==> src/rtl/ex_stage_ctrl.sv <==
// ID/EX boundary: registers ID control bundles, decodes the ALU op, stalls IF/ID on load-use.
// Optional operand forwarding is enabled by defining EX_FORWARDING_EN.
module ex_stage_ctrl #(
  parameter int unsigned STALL_CYCLES = 1
) (
  input  logic        i_clk,
  input  logic        i_rst,
  input  logic        i_valid,
  input  logic [4:0]  i_rdReg1,
  input  logic [4:0]  i_rdReg2,
  input  logic [13:0] i_ctrlEX,
  input  logic [3:0]  i_ctrlMEM,
  input  logic [6:0]  i_ctrlWB,
  input  logic        i_flush,
  input  logic        i_exmemRegWr,
  input  logic [4:0]  i_exmemRd,
  input  logic        i_memwbRegWr,
  input  logic [4:0]  i_memwbRd,
  output logic        o_stall,
  output logic        o_valid,
  output logic [3:0]  o_aluOp,
  output logic [1:0]  o_aluSrc,
  output logic [2:0]  o_func3,
  output logic [4:0]  o_rs1,
  output logic [4:0]  o_rs2,
  output logic [3:0]  o_ctrlMEM,
  output logic [6:0]  o_ctrlWB,
  output logic [1:0]  o_fwdA,
  output logic [1:0]  o_fwdB
);

  typedef enum logic {S_RUN, S_BUBBLE} state_t;

  typedef enum logic [3:0] {
    ALU_ADD  = 4'd0, ALU_SUB = 4'd1, ALU_SLL = 4'd2, ALU_SLT = 4'd3,
    ALU_SLTU = 4'd4, ALU_XOR = 4'd5, ALU_SRL = 4'd6, ALU_SRA = 4'd7,
    ALU_OR   = 4'd8, ALU_AND = 4'd9
  } alu_t;

  localparam logic [2:0] LP_CNT_INIT = 3'(STALL_CYCLES - 1);

  state_t      r_state, w_state_nxt;
  logic [2:0]  r_cnt, w_cnt_nxt;
  logic        w_hit, w_load;
  logic        r_valid;
  logic [13:0] r_ctrlEX;
  logic [4:0]  r_rs1, r_rs2;
  logic [3:0]  r_ctrlMEM;
  logic [6:0]  r_ctrlWB;
  alu_t        w_aluOp;

  assign w_hit = r_valid & r_ctrlMEM[1] & (r_ctrlWB[4:0] != 5'd0) & i_valid &
                 ((r_ctrlWB[4:0] == i_rdReg1) | (r_ctrlWB[4:0] == i_rdReg2));

  always_ff @(posedge i_clk or posedge i_rst) begin
    if (i_rst) begin
      r_state <= S_RUN;
      r_cnt   <= '0;
    end else begin
      r_state <= w_state_nxt;
      r_cnt   <= w_cnt_nxt;
    end
  end

  // Flush overrides both a new hazard and an in-progress bubble run.
  always_comb begin
    w_state_nxt = r_state;
    w_cnt_nxt   = r_cnt;
    o_stall     = 1'b0;
    w_load      = 1'b0;
    if (i_flush) begin
      w_state_nxt = S_RUN;
      w_cnt_nxt   = '0;
    end else begin
      case (r_state)
        S_RUN: begin
          if (w_hit) begin
            o_stall     = 1'b1;
            w_cnt_nxt   = LP_CNT_INIT;
            w_state_nxt = (STALL_CYCLES == 1) ? S_RUN : S_BUBBLE;
          end else begin
            w_load = i_valid;
          end
        end
        S_BUBBLE: begin
          o_stall = 1'b1;
          if (r_cnt <= 3'd1) begin
            w_cnt_nxt   = '0;
            w_state_nxt = S_RUN;
          end else begin
            w_cnt_nxt = r_cnt - 3'd1;
          end
        end
        default: begin
          w_state_nxt = S_RUN;
          w_cnt_nxt   = '0;
        end
      endcase
    end
  end

  always_ff @(posedge i_clk or posedge i_rst) begin
    if (i_rst) begin
      r_valid   <= 1'b0;
      r_ctrlEX  <= '0;
      r_rs1     <= '0;
      r_rs2     <= '0;
      r_ctrlMEM <= '0;
      r_ctrlWB  <= '0;
    end else if (w_load) begin
      r_valid   <= 1'b1;
      r_ctrlEX  <= i_ctrlEX;
      r_rs1     <= i_rdReg1;
      r_rs2     <= i_rdReg2;
      r_ctrlMEM <= i_ctrlMEM;
      r_ctrlWB  <= i_ctrlWB;
    end else begin
      r_valid   <= 1'b0;
      r_ctrlEX  <= '0;
      r_rs1     <= '0;
      r_rs2     <= '0;
      r_ctrlMEM <= '0;
      r_ctrlWB  <= '0;
    end
  end

  always_comb begin
    w_aluOp = ALU_ADD;
    case (r_ctrlEX[13:12])
      2'b01: w_aluOp = ALU_SUB;
      2'b10: begin
        case (r_ctrlEX[9:7])
          3'b000:  w_aluOp = r_ctrlEX[5] ? ALU_SUB : ALU_ADD;
          3'b001:  w_aluOp = ALU_SLL;
          3'b010:  w_aluOp = ALU_SLT;
          3'b011:  w_aluOp = ALU_SLTU;
          3'b100:  w_aluOp = ALU_XOR;
          3'b101:  w_aluOp = r_ctrlEX[5] ? ALU_SRA : ALU_SRL;
          3'b110:  w_aluOp = ALU_OR;
          default: w_aluOp = ALU_AND;
        endcase
      end
      default: w_aluOp = ALU_ADD;
    endcase
  end

  assign o_valid   = r_valid;
  assign o_aluOp   = w_aluOp;
  assign o_aluSrc  = r_ctrlEX[11:10];
  assign o_func3   = r_ctrlEX[9:7];
  assign o_rs1     = r_rs1;
  assign o_rs2     = r_rs2;
  assign o_ctrlMEM = r_ctrlMEM;
  assign o_ctrlWB  = r_ctrlWB;

`ifdef EX_FORWARDING_EN
  always_comb begin
    o_fwdA = 2'b00;
    o_fwdB = 2'b00;
    if (i_exmemRegWr && (i_exmemRd != 5'd0) && (i_exmemRd == r_rs1))      o_fwdA = 2'b10;
    else if (i_memwbRegWr && (i_memwbRd != 5'd0) && (i_memwbRd == r_rs1)) o_fwdA = 2'b01;
    if (i_exmemRegWr && (i_exmemRd != 5'd0) && (i_exmemRd == r_rs2))      o_fwdB = 2'b10;
    else if (i_memwbRegWr && (i_memwbRd != 5'd0) && (i_memwbRd == r_rs2)) o_fwdB = 2'b01;
  end
`else
  logic w_unused_fwd;
  assign w_unused_fwd = ^{i_exmemRegWr, i_exmemRd, i_memwbRegWr, i_memwbRd};
  assign o_fwdA = 2'b00;
  assign o_fwdB = 2'b00;
`endif

endmodule
==> config.mk <==
export PLATFORM = sky130hd
export DESIGN_NAME = ex_stage_ctrl
export DESIGN_NICKNAME = d
export VERILOG_FILES = /design/src/rtl/ex_stage_ctrl.sv
export SDC_FILE = /design/constraint.sdc
export NUM_CORES = 1
export LEC_CHECK = 0
export BUFFER_PORTS_ARGS = -buffer_cell sky130_fd_sc_hd__buf_4
export CORE_UTILIZATION = 47
export CTS_BUF_LIST = sky130_fd_sc_hd__clkbuf_2 sky130_fd_sc_hd__clkbuf_4 sky130_fd_sc_hd__clkbuf_8
export DETAILED_ROUTE_END_ITERATION = 8
export PLACE_DENSITY = 0.88
export RECOVER_POWER = 100
export SLEW_MARGIN = 20
export SYNTH_ARGS = -nofsm -noshare
export SYNTH_HDL_FRONTEND = slang
export SYNTH_SLANG_ARGS = --single-unit
==> constraint.sdc <==
create_clock -name i_clk -period 1.85 [get_ports i_clk]
set_input_delay 0.555 -clock i_clk [delete_from_list [all_inputs] [get_ports i_clk]]
set_output_delay 0.555 -clock i_clk [all_outputs]
set_load 0.02 [all_outputs]
==> results.md, run 1 <==
* CTS HTree Levels at 2
* Post-route ant nets at 0
* Routed Wire Length at 4.22 mm
* Sw power at 0.414 mW
* CTS buffer count at 5
* Top delay family on crit path: flip-flops
* Nets at 303
* Antenna cells at 0
* Worst r2r path cells at 5
* First-pass GRT wire length at 6.49 mm
* Clk pwr share at 34.7%
* Crit path capture type: output port
* Share of cells above drive strength 1 at 38.0%
* Worst-Skew Late Latency at 280 ps
* Ys Warns at 0
* Syn avg cell area at 10.1 um^2
* Placed Instance Area at 0.00225 mm^2
* Count of different cell masters after synthesis at 26
* Hpwl dp at 2.69 mm
* Final WS setup at -206 ps
* Tightest Pin Transition at 805 ps
* Cell Int Power at 1.21 mW
* Status: finished with violations
* Post-synth EDFFs at 0
* Ys flop type: dfrtp_1
* Cell area after synthesis at 0.00177 mm^2
* Reg2reg setup slack at 250 ps
* Max IR drop VDD at 0.451 mV
* Area of the multi-input gates at 836 um^2
* Clk_skew at 5.42 ps
* Initial Util at 51.0%
* DIE AREA at 0.00402 mm^2
* GR Util All Layers at 21.4%
* Ys async rst share at 100%
* Sw frac at 25.5%
* PD cells at 664 mW/mm^2
* FF-to-FF End: r_cnt[1]
* CP Max Fanout at 4
* Rel. slew slack at 46.4%
* Die Y at 63.4 um
* Clk pin slew, worst setup/hold paths at 70 ps
* Boundary pin count at 87
* Per-cell routed wire length at 14.3 um
* Number of global-route vias before repair at 1371
* Setup CP Type: flip-flop to output port
* Die Wd at 63.4 um
* Core area at 0.00347 mm^2
* Yosys reg bits at 34
* P&R area growth vs syn at 37.9%
* Comb pwr share at 16.7%
* RSZ-0062 raised after global routing: true
* PortBufs at 64
* Antenna violations before repair at 0
* Seq/Total Area, Yosys at 48.1%
* Sequential power share at 48.5%
* CTS Hold Bufs at 0
* Clk Tree Root Cell: clkbuf_8
* Hold Path Class: primary input to async pin
* CP Launch Type: flip-flop
* Filler cell count in the final layout at 287
* Clk buf depth at 2
* CTS tree: yes
* FMAX at 486 MHz
* Min cycle time layout at 2060 ps
* Syn Inst Count at 176
* Leak at 1.13 nW
* FF-to-FF Start: o_ctrlWB[2]
* Final worst-path cycle share at 111%
* Register area at 855 um^2
* Sink Count at 34
* Pins Over Slew Limit at 0
* Critical path data required time at 1290 ps
* CP Data Arrival Time at 1500 ps
* Setup-failing EPs final at 5
* GRT overflow at 0
* Crit path largest cell delay at 460 ps
* Via Count at 1519
* Core Rows at 21
* Gpl congestion at 0.824
* Pin count of the biggest net entering global routing at 35
* Pre-antenna DRT Iters at 4
* Max-Cap Viols at 0
* Vias per inst at 5.13
* Violated checks: setup timing
* Slowest cell on the critical path: dfrtp_2
* Crit path cell chain: xnor2_2 -> nand3_1 -> o22ai_4 -> a31o_4 -> buf_6
* DRC viols at 0
* Hold Fails Final Rpt at 0
* WP buf/inv at 1
* Design Area, Final at 0.00244 mm^2
* Total power at 1.62 mW
* Number of cells on the critical path at 5
* Iteration-0 DRC Markers at 54
[repair_timing]
item,in CTS,in global routing
setup buffers,9,2
gates cloned,0,0
pin swaps,14,5
setup endpoints to repair,5,5
resized for setup,7,13
[cell usage in the layout (no fill, tap or decap), drive strengths merged, types with 3 or more instances in the layout]
cell     n
nand3b  29
dfrtp   34
o21ai    5
nor2     6
buf     62
nand2    7
ha       3
a21oi   32
nand3    4
xnor2   11
clkbuf  29
o22a     3
conb     4
inv     10
[through the flow]
stage,hold slack [ps],util (%),std cells,setup WS (ps),setup TNS (ps)
global route,510,70.4,296,-264,-967
global placement,560,65.0,277,-155,-155
CTS,363,70.5,294,-206,-511
detailed placement,572,65.0,277,-156,-156
floorplan,537,-,179,22.2,0
finish,501,70.4,296,-206,-773
[kinds of logic after synthesis]
kind of cell	after synthesis	share of synthesized area [%]
AOI/OAI and AO/OA	44	15.4
xor gates and xnor gates	11	5.44
adders and majority gates	3	2.12
buffers and inverters	31	10.3
DFF	34	48.1
muxes	1	0.636
other	1	0.212
and+or+nand+nor	51	17.8
[per-layer routing]
| layer | up-vias | wire (um) | GRT usage, % |
|---|---|---|---|
| li1 | 732 | - | - |
| met1 | 710 | 1710 | 26.2 |
| met2 | 65 | 2130 | 33.2 |
| met3 | 12 | 264 | 7.25 |
| met4 | 0 | 107 | 11.1 |
| met5 | - | 0 | 0 |
[worst max path at each step]
stage / endpoint / slack [ps] / start
after floorplan: o_stall / 20 / i_rdReg1[4]
after global placement: o_stall / -160 / i_rdReg2[4]
after detailed placement: o_stall / -160 / i_rdReg2[4]
after CTS: o_stall / -210 / o_ctrlWB[2]
after global routing: o_stall / -260 / o_ctrlWB[0]
final: o_stall / -210 / o_ctrlWB[2]
[area by class of cell]
cell class,count,share of cell area [%]
flip-flops and latches,34,35.0
multi-input cells,114,34.2
repair buffers,84,23.0
clock buffers,7,3.69
well taps,46,2.36
inverters,10,1.54
clock inverters,1,0.205
[cell usage after synthesis (all sizes together), types with 2 or more instances]
| library cell | number | share of area (%) |
|---|---|---|
| xnor2 | 11 | 5.4 |
| nand2 | 7 | 1.5 |
| dfrtp | 34 | 48 |
| nand3b | 29 | 12 |
| nor3 | 2 | 0.57 |
| o21ai | 5 | 1.6 |
| nor2b | 2 | 0.71 |
| ha | 3 | 2.1 |
| clkbuf | 6 | 1.3 |
| inv | 10 | 2.1 |
| buf | 15 | 6.9 |
| o22a | 3 | 1.5 |
| nand3 | 4 | 1.1 |
| nor2 | 6 | 1.3 |
| a21oi | 32 | 9.9 |
[flip-flops by register name, summed over array words and instances, names as in the netlist]
name	count
o_ctrlMEM	4
o_rs1	5
o_valid	1
r_state	1
o_rs2	5
r_cnt	3
o_ctrlWB	7
r_ctrlEX	8
[tightest hold or removal path, delay by kind of cell]
kind,cells,cell delay [ps]
buffers and inverters,3,760
[power by group through the flow]
stage | registers (mW) | logic (mW) | clock network [mW]
after global routing | 0.788 | 0.296 | 0.620
after global placement | 0.798 | 0.253 | 0
after floorplan | 0.820 | 0.128 | 0
after detailed placement | 0.799 | 0.257 | 0
final | 0.787 | 0.271 | 0.563
after CTS | 0.785 | 0.273 | 0.577
(Power assumes the default switching activity.)
==> run 2, diff against run 1 <==
PLACE_DENSITY = 0.84   (was 0.88)
==> results.md, run 2 (synthesis gave the netlist of run 1 again) <==
* Status: finished with violations
* Violated checks: setup timing
* Number of cells on the critical path at 5
* Boundary pin count at 87
* Clk pwr share at 32.7%
* Pre-antenna DRT Iters at 4
* Via Count at 1477
* WP buf/inv at 1
* Share of cells above drive strength 1 at 32.1%
* Max reg flops at 8
* Initial Util at 51.0%
* Non-Filler Instances at 289
* Per-cell routed wire length at 13.8 um
* Met3 usage at 5.62%
* Cell Int Power at 1.13 mW
* Gpl congestion at 0.826
* Design Area, Final at 0.00234 mm^2
* Post-route ant nets at 0
* Die Wd at 63.4 um
* Worst r2r path cells at 5
* CP Max Fanout at 4
* DRC viols at 0
* CTS Hold Bufs at 0
* Sw power at 0.411 mW
* DIE AREA at 0.00402 mm^2
* Setup CP Type: flip-flop to output port
* Final worst-path cycle share at 111%
* PD cells at 660 mW/mm^2
* Met1 Usage GRT at 26.1%
* Biggest register: r_ctrlEX
* Leak at 1.05 nW
* Pins Over Slew Limit at 0
* Final WS setup at -206 ps
* Min cycle time layout at 2060 ps
* CP Data Arrival Time at 1500 ps
* Slowest cell on the critical path: dfrtp_1
* Crit path cell chain: xnor2_1 -> nand3_1 -> o22ai_4 -> a31o_4 -> buf_6
* Routed Wire Length at 3.99 mm
* Number of global-route vias before repair at 1472
* RSZ-0062 raised after global routing: true
* P&R area growth vs syn at 32.2%
* Setup-failing EPs final at 5
* Top delay family on crit path: flip-flops
* Worst-Skew Late Latency at 280 ps
* Hpwl dp at 2.63 mm
* Max IR drop VDD at 0.422 mV
* Die Y at 63.4 um
* Pin count of the biggest net entering global routing at 35
* Fin util at 67.5%
* Rel. slew slack at 45.9%
* First-pass GRT wire length at 6.65 mm
* Clk buf depth at 2
* CTS buffer count at 5
* FMAX at 486 MHz
* Crit path capture type: output port
* Filler cell count in the final layout at 280
* PortBufs at 64
* Max-Cap Viols at 0
* Clk_skew at 4.60 ps
* Crit path largest cell delay at 440 ps
* Clk Tree Root Cell: clkbuf_8
* CP Launch Type: flip-flop
* Hold Path Class: primary input to async pin
* Core Rows at 21
* Total power at 1.54 mW
* CTS HTree Levels at 2
* Comb pwr share at 16.5%
* GRT met2 Usage at 36.7%
* Gr busiest metal: met2
* Most common cell after layout, fill and taps aside: buf_4
* Most frequent cells in the layout: buf_4 (48), dfrtp_1 (33), nand3b_1 (29)
* Core area at 0.00347 mm^2
* Critical path data required time at 1290 ps
* Sw frac at 26.6%
* Vias per inst at 5.11
* GR Util All Layers at 21.8%
* Hold Fails Final Rpt at 0
* Sequential power share at 50.8%
* CTS tree: yes
* Antenna cells at 0
* Antenna violations before repair at 0
* Hold Worst Slack at 509 ps
* Tightest Pin Transition at 811 ps
* Iteration-0 DRC Markers at 72
* Placed Instance Area at 0.00225 mm^2
* Sink Count at 34
* Nets at 297
* Clk pin slew, worst setup/hold paths at 70 ps
* Placed Instances at 277
* GRT overflow at 0
-- run 2: cell types whose count changed in the layout (fill, tap and decap cells not counted), sizes merged --
cell,delta
clkbuf,+3
clkinv,+1
buf,-11
-- run 2: worst register-to-register path, delay by kind of cell (launching register included) --
family,cells,cell delay (ps)
buf+inv,1,360
simple gates,1,140
compound gates,2,350
flops,1,440
xor+xnor,1,180
-- run 2: path summary, 6_finish.rpt --
kind                                     to  slack, ps        start
worst max-delay path                o_stall       -210  o_ctrlWB[0]
worst min-delay path               r_cnt[0]        510        i_rst
worst max register to register     r_cnt[1]        260  o_ctrlWB[0]
worst min register to register     r_cnt[0]        570     r_cnt[0]
max in group asynchronous       o_ctrlWB[3]        780        i_rst
min in group i_clk              o_ctrlWB[3]        520  i_ctrlWB[3]
-- run 2: power groups by stage --
stage	logic [mW]	clock network, mW	registers (mW)
after floorplan	0.128	0	0.820
after global placement	0.252	0	0.798
after detailed placement	0.258	0	0.799
after CTS	0.269	0.515	0.784
after global routing	0.281	0.564	0.786
final	0.255	0.505	0.785
-- run 2: per-stage QoR --
stage	setup slack, ps	TNS (ps)
2_1_floorplan	22.2	0
4_1_cts	-213	-463
3_5_place_dp	-149	-149
3_3_place_gp	-138	-138
6_report	-206	-528
5_1_grt	-294	-969
-- run 2: timing repair --
| action | CTS | global route |
|---|---|---|
| gates resized for setup | 5 | 13 |
| cloned | 0 | 0 |
| setup buffers | 5 | 0 |
| endpoints found under the setup margin | 5 | 5 |
| pin swaps | 7 | 5 |
-- run 2: metal layers --
metal  up-vias  share of wire, %
met2        49                50
li1        720                 -
met1       699                43
met4         0               2.3
met5         -                 0
met3         9               4.9
-- run 2: layout make-up --
type / instances / area [um^2] / share of cell area, %
inverters: 10 / 37.5 / 1.60
flip-flops and latches: 34 / 852 / 36.4
multi-input cells: 114 / 813 / 34.8
repair buffers: 78 / 500 / 21.4
well taps: 46 / 57.6 / 2.46
clock buffers: 5 / 68.8 / 2.94
clock inverters: 2 / 10.0 / 0.428
